--- config.mk ---
export PLATFORM = sky130hd
export DESIGN_NAME = fir_tap_sequencer
export DESIGN_NICKNAME = d
export VERILOG_FILES = /design/src/rtl/fir_tap_sequencer.sv
export SDC_FILE = /design/constraint.sdc
export NUM_CORES = 1
export LEC_CHECK = 0
export ABC_CLOCK_PERIOD_IN_PS = 3630
export BUFFER_PORTS_ARGS = -buffer_cell sky130_fd_sc_hd__buf_2
export CAP_MARGIN = 20
export CORE_MARGIN = 3
export CORE_UTILIZATION = 52
export DETAILED_ROUTE_END_ITERATION = 12
export PLACE_DENSITY = 0.91
export SYNTH_ARGS = -nofsm -noshare
export SYNTH_HDL_FRONTEND = slang
export SYNTH_SLANG_ARGS = --single-unit
--- constraint.sdc ---
create_clock -name clk -period 3.63 [get_ports clk]
set_clock_uncertainty 0.05 [all_clocks]
set_input_delay 0.1815 -clock clk [delete_from_list [all_inputs] [get_ports clk]]
set_output_delay 0.1815 -clock clk [all_outputs]
set_load 0.02 [all_outputs]
--- src/rtl/fir_tap_sequencer.sv ---
// Tap sequencer for the shared single-MAC FIR datapath: shift, walk taps, drain, emit result.
// Optional GAIN_SHIFT_EN adds a gain input that arithmetically right-shifts the result.
module fir_tap_sequencer #(
  parameter int NUM_TAPS = 10,
  parameter int ACC_W    = 33,
  parameter int MAC_LAT  = 2
) (
  input  logic             clk,
  input  logic             reset,
  input  logic             sample_valid,
`ifdef GAIN_SHIFT_EN
  input  logic [3:0]       gain,
`endif
  output logic             win_shift,
  output logic [7:0]       tap_idx,
  output logic             mac_clr,
  output logic             mac_en,
  input  logic [ACC_W-1:0] result_i,
  output logic [ACC_W-1:0] result_o,
  output logic             result_valid,
  output logic             busy,
  output logic             overrun
);

  // state | meaning
  // IDLE  | waiting for sample_valid
  // SHIFT | pulse win_shift, restart tap index
  // RUN   | one tap per cycle through the MAC
  // DRAIN | wait for the MAC pipeline to settle
  // OUT   | result_o valid, result_valid strobe
  typedef enum logic [2:0] {IDLE, SHIFT, RUN, DRAIN, OUT} state_t;

  localparam logic [7:0] LAST_TAP   = 8'(NUM_TAPS - 1);
  localparam logic [2:0] DRAIN_INIT = 3'(MAC_LAT - 1);

  state_t     state, state_nxt;
  logic [2:0] drain_cnt;
  logic [ACC_W-1:0] result_nxt;

`ifdef GAIN_SHIFT_EN
  logic [3:0] gain_q;
  assign result_nxt = $unsigned($signed(result_i) >>> gain_q);
`else
  assign result_nxt = result_i;
`endif

  always_comb begin
    state_nxt    = state;
    win_shift    = 1'b0;
    mac_en       = 1'b0;
    mac_clr      = 1'b0;
    result_valid = 1'b0;
    busy         = (state != IDLE);
    case (state)
      IDLE:  if (sample_valid) state_nxt = SHIFT;
      SHIFT: begin
        win_shift = 1'b1;
        state_nxt = RUN;
      end
      RUN: begin
        mac_en  = 1'b1;
        mac_clr = (tap_idx == 8'd0);
        if (tap_idx == LAST_TAP) state_nxt = DRAIN;
      end
      DRAIN: if (drain_cnt == 3'd0) state_nxt = OUT;
      OUT: begin
        result_valid = 1'b1;
        state_nxt    = IDLE;
      end
      default: state_nxt = IDLE;
    endcase
  end

  always_ff @(posedge clk) begin
    if (reset) begin
      state     <= IDLE;
      tap_idx   <= 8'd0;
      drain_cnt <= 3'd0;
      result_o  <= '0;
      overrun   <= 1'b0;
`ifdef GAIN_SHIFT_EN
      gain_q    <= 4'd0;
`endif
    end else begin
      state <= state_nxt;
      // Samples are only taken in IDLE; anything else is a drop.
      if (sample_valid && state != IDLE) overrun <= 1'b1;
      case (state)
        SHIFT: begin
          tap_idx <= 8'd0;
`ifdef GAIN_SHIFT_EN
          gain_q  <= gain;
`endif
        end
        RUN: begin
          if (tap_idx == LAST_TAP) drain_cnt <= DRAIN_INIT;
          else                     tap_idx   <= tap_idx + 8'd1;
        end
        DRAIN: begin
          if (drain_cnt != 3'd0) drain_cnt <= drain_cnt - 3'd1;
          else                   result_o  <= result_nxt;
        end
        OUT:     tap_idx <= 8'd0;
        default: ;
      endcase
    end
  end

endmodule

== After elaboration in Yosys (flattened, before gate mapping) ==
Index checks and enable logic that the tools add are counted.
Word-level totals
  output and inout bits: 47
  input bits: 36
  word-level logic and storage cells: 44
  bits in read-only memories: 0
  memories: 0
  flip-flop bits (word level): 48
  memory bits (writable): 0
  latch bits: 0
Operators by class
  add/subtract/negate cells: 2
  bitwise logic cells: 1
  equal/unequal tests: 10
  multiply operators: 0
  shifts and indexed selects: 0
  reductions and logical operators: 13
  $lt $le $gt $ge: 0
  mux-type cells: 13
  div/mod/pow operators: 0
Operators by type and width (number)
  one-hot mux 8 bit (2 select lines): 1
  two-way mux 3 bit: 5
  one-hot mux 3 bit (4 select lines): 1
  != test 2 bit (second input constant): 5
  adder 8 x 1 -> 8 bit (second input constant): 1
  == test 8 x 4 -> 1 bit (second input constant): 1
  logical NOT 8 bit: 1
  two-way mux 8 bit: 1
  == test 3 x 2 -> 1 bit (second input constant): 2
  logical NOT 3 bit: 2
  one-hot mux 3 bit (2 select lines): 1
  AND reduction 3 bit: 2
  nonzero test 3 bit: 2
  two-way mux 1 bit: 4
  AND reduction 2 bit: 2
  nonzero test 2 bit: 2
  == test 3 x 1 -> 1 bit (second input constant): 1
  == test 3 bit (second input constant): 1
  subtractor 3 x 1 -> 3 bit (second input constant): 1
  OR reduction 2 bit: 1
  logical AND 1 bit: 1
  NOT 1 bit: 1

== Longest topological paths before layout ==
  depth after elaboration: 4
  gate-level depth with buffers: 7
  depth with buffers taken out: 5

== Worst setup path after synthesis ==
No wires, ideal clock.
  path kind: register to output
  start: reg tap_idx[0]
  end: out mac_clr
  setup slack: 1.707 ns
  stages on the path, launching flop included: 5
  data required time: 3.398 ns
  arrival time: 1.691 ns
  buffers on the path: 0
  path through: dfxtp_1 -> inv_1 -> ha_1 -> or4b_1 -> nor4_1
Between the ends
  cells in the longest elaborated chain, start to end: 2
RTL lines
  start, declared: RTL line 15  | output logic [7:0] tap_idx,
  start signal, assigned: RTL line 97  | else tap_idx <= tap_idx + 8'd1;
  logical NOT 8 bit: RTL line 62  | mac_clr = (tap_idx == 8'd0);
  two-way mux 1 bit: RTL line 54  | case (state)
  end, declared: RTL line 16  | output logic mac_clr,
Every way passes these cells.

== Final worst setup path ==
  start: reg state[0]
  end: reg result_o[30]
Between the ends
  cells in the longest elaborated chain, start to end: 2
RTL lines
  start, declared: RTL line 36  | state_t state, state_nxt;
  start signal, assigned: RTL line 85  | state <= state_nxt;
  == test 3 x 2 -> 1 bit: RTL line 88  | case (state)
  AND reduction 2 bit (no source line)
  end signal, assigned: RTL line 101  | else result_o <= result_nxt;
  end, declared: RTL line 19  | output logic [ACC_W-1:0] result_o,
Every way passes these cells.
A chain may end at the register's enable or synchronous reset.

==> summary.md <==
| Metric | Value |
|---|---|
| Avg WL per Cell | 14.6 um |
| Placer Congestion | about 0.76 |
| Maximum root-to-sink buffer count | 2 |
| Mapped cell area | 2210 um2 |
| Clock Latency Late Sink | between 0.2 and 0.3 ns |
| Worst-path cell chain | nand3b_1, o21ai_0, a21oi_1 |
| Hold Path Origin | result_i[32] |
| Design area | about 2700 um2 |
| # rows | 23 |
| Crit-path leading delay family | simple AND/OR/NAND/NOR gates |
| Vias/cell | roughly 5.7 |
| Peak supply drop | around 0.27 mV |
| Hold worst-path end | result_o[32]$_SDFFE_PP0P_ |
| First-pass GRT wire length | around 9000 um |
| Nets | about 360 |
| DR iter-0 viols | between 200 and 250 |
| Tmin final | 2.44 ns |
| Vias in the first global route | 1992 |
| Most frequent cells in the layout | buf_2, dfxtp_1, a21oi_1 |
| CTS resizes | 0 |
| Post-synthesis async set-or-reset flop share | 0% |
| Synth cell types | between 40 and 50 |
| Slowest cell delay on critical path | ~0.84 ns |
| Post-synth net total | approximately 300 |
| Synth Register Bits | 48 |
| R2R Path Start | state[0]$_SDFFE_PP0P_ |
| Seq/Total Area, Yosys | around 44% |
| Vias | roughly 2100 |
| Drt total wl | 5450 um |
| Post-synth top area cell | dfxtp_1 |
| WS Path Type | reg2reg |
| Top cells by area, synth | dfxtp_1, a21oi_1, o21ai_0 |
| Least-Margin Pin Slew | ~1.0 ns |
| Synth Instances | between 200 and 300 |
| CTS clk-pin slew, worst paths | roughly 0.09 ns |
| DRC violation count after routing | 0 |
| Yosys Warn Count | 0 |
| Final count of pins violating max slew | 0 |
| WL met1 | about 2300 um |
| Gr usage total | a little over a fifth |
| Remaining global-route overflow | 0 |
| Reg-to-reg endpoint | result_o[30]$_SDFFE_PP0P_ |
| Pin count of the biggest net entering global routing | 43 |
| Worst Hold Depth | 3 |
| Die height | just over 70 um |
| WP data required | around 3.7 ns |
| CP arrival | between 2 and 3 ns |
| Commonest non-fill, non-tap cell in the layout | buf_2 |
| Crit Path Max Fanout | 34 |
| CTS Root Cell | clkbuf_8 |
| Uppermost layer routed | met4 |
| Fillers | between 300 and 400 |
| Crit. End Element | flop |
| Remaining antenna violation count | 0 |
| Reg2Reg Setup Slack | about 1.2 ns |
| Leak Pwr | about 1.1 nW |
| Detailed Routing Iterations Pass 1 | 4 |
| Fin util | between 60% and 70% |
| Total Power | around 0.0011 W |
| Relative slew slack | about 30% |
| Critical path's slowest cell | nand3b_1 |
| Hpwl dp | ~3600 um |
| Area Overhead vs Synth | 21.1% |
| # setup viols final | 0 |
| Antenna diode count | 0 |
| Setup Buffers After CTS | 0 |
| DR WL met3 | about 370 um |
| Worst Hold Class | in2reg |
| Max_cap viols | 0 |
| TritonCTS Buffers | 5 |
| Initial antenna violation count | 0 |
| Share of the synthesized area in the top cell type | about 44% |
| Die area | a little over 5000 um2 |
| Placement Cell Area | between 2000 and 3000 um2 |
| RSZ-0062 raised after global routing | no |
| Critical path launch point type | flop |
| H-tree depth | 2 |
| Setup TNS | 0 ns |
| Initial Util | between 50% and 60% |
| Routed wl met2 | 2730 um |
| P per Cell Area | a little over 400 nW/um2 |
| Post-synth top flop | dfxtp_1 |
| Crit path launch | state[0]$_SDFFE_PP0P_ |
| Status | completed |
| Final Cycle Share | between 60% and 70% |
| Hold Buf Count CTS | 0 |
| Reg2reg path depth | 3 |
| Syn Area/Cell | between 8 and 9 um2 |
| Layout cells sized above 1 | 30.9% |
| CORE AREA | roughly 4100 um2 |
| Max Freq | 411 MHz |
| Port Buffers | 82 |
| Buf/Inv on CP | 0 |
| CTS tree | built |
| Die width | roughly 71 um |
| CTS sink count | 48 |
| Final Hold Violating Endpoints | 0 |
| IO Pins | 83 |
| Post-synth EDFFs | 0 |
## worst max path at each step
stage	slack, ns	depth (start not counted)	to
2_1_floorplan	1.71	4	mac_clr
3_3_place_gp	1.41	3	result_o[27]$_SDFFE_PP0P_
3_5_place_dp	1.26	3	result_o[30]$_SDFFE_PP0P_
4_1_cts	1.24	3	result_o[30]$_SDFFE_PP0P_
5_1_grt	0.91	3	result_o[30]$_SDFFE_PP0P_
6_report	1.19	3	result_o[30]$_SDFFE_PP0P_
## routing by layer
metal / up-vias / track usage [%]
met4: 0 / 6.68
li1: 1062 / -
met5: - / 0
met2: 73 / 36.3
met3: 4 / 6.68
met1: 1002 / 27.4
## metrics by stage
stage | setup WS [ns] | hold WS [ns] | instances
floorplan | 1.71 | 0.207 | 255
global placement | 1.41 | 0.381 | 366
detailed placement | 1.26 | 0.389 | 366
CTS | 1.24 | 0.0647 | 374
global route | 0.912 | 0.0622 | 374
finish | 1.19 | 0.0739 | 374
## worst register-to-register path, cell delays in order, from the launching register on
cell      delay [ns]
dfxtp_1         0.75
nand3b_1        0.84
o21ai_0         0.52
a21oi_1         0.13
## cell type report
cell class / instances / area (um2) / share of cell area [%]
clock inverters: 2 / 13.8 / 0.515
well taps: 50 / 62.6 / 2.34
repair buffers: 84 / 425 / 15.9
flip-flops and latches: 48 / 961 / 36.0
multi-input cells: 177 / 1100 / 41.2
inverters: 7 / 26.3 / 0.984
clock buffers: 6 / 82.6 / 3.09
## cell families after synthesis
group           synth area share, %
flops                          43.6
simple gates                   21.0
buf+inv                        6.69
mux                            1.36
xor+xnor                      0.397
fa+ha+maj                      2.84
compound gates                 24.1
## state kept, by name, summed over array words and instances, names as in the netlist
signal and flops:
result_o 33, tap_idx 8, drain_cnt 3, state 3, overrun 1
## report_power, final
group,internal [W],switching [W]
Sequential,0.000541,0.0000212
Clock,0.000156,0.000176
Combinational,0.0000606,0.000121
## cell usage after synthesis, types with 2 or more instances
| master | instances |
|---|---|
| dfxtp_1 | 48 |
| or4_1 | 3 |
| o31ai_1 | 3 |
| o21ai_2 | 2 |
| mux2i_1 | 3 |
| or3_1 | 3 |
| nor2_1 | 5 |
| nor4bb_1 | 2 |
| buf_4 | 5 |
| clkbuf_1 | 10 |
| nand3_1 | 36 |
| a21oi_1 | 38 |
| nand2_1 | 5 |
| inv_1 | 7 |
| a211oi_1 | 2 |
| nor2b_1 | 3 |
| nor3b_1 | 2 |
| ha_1 | 5 |
| nor3_1 | 2 |
| o21ai_0 | 37 |
| buf_2 | 7 |
| o211ai_1 | 4 |
| nand4_1 | 3 |
(Power assumes the default switching activity.)
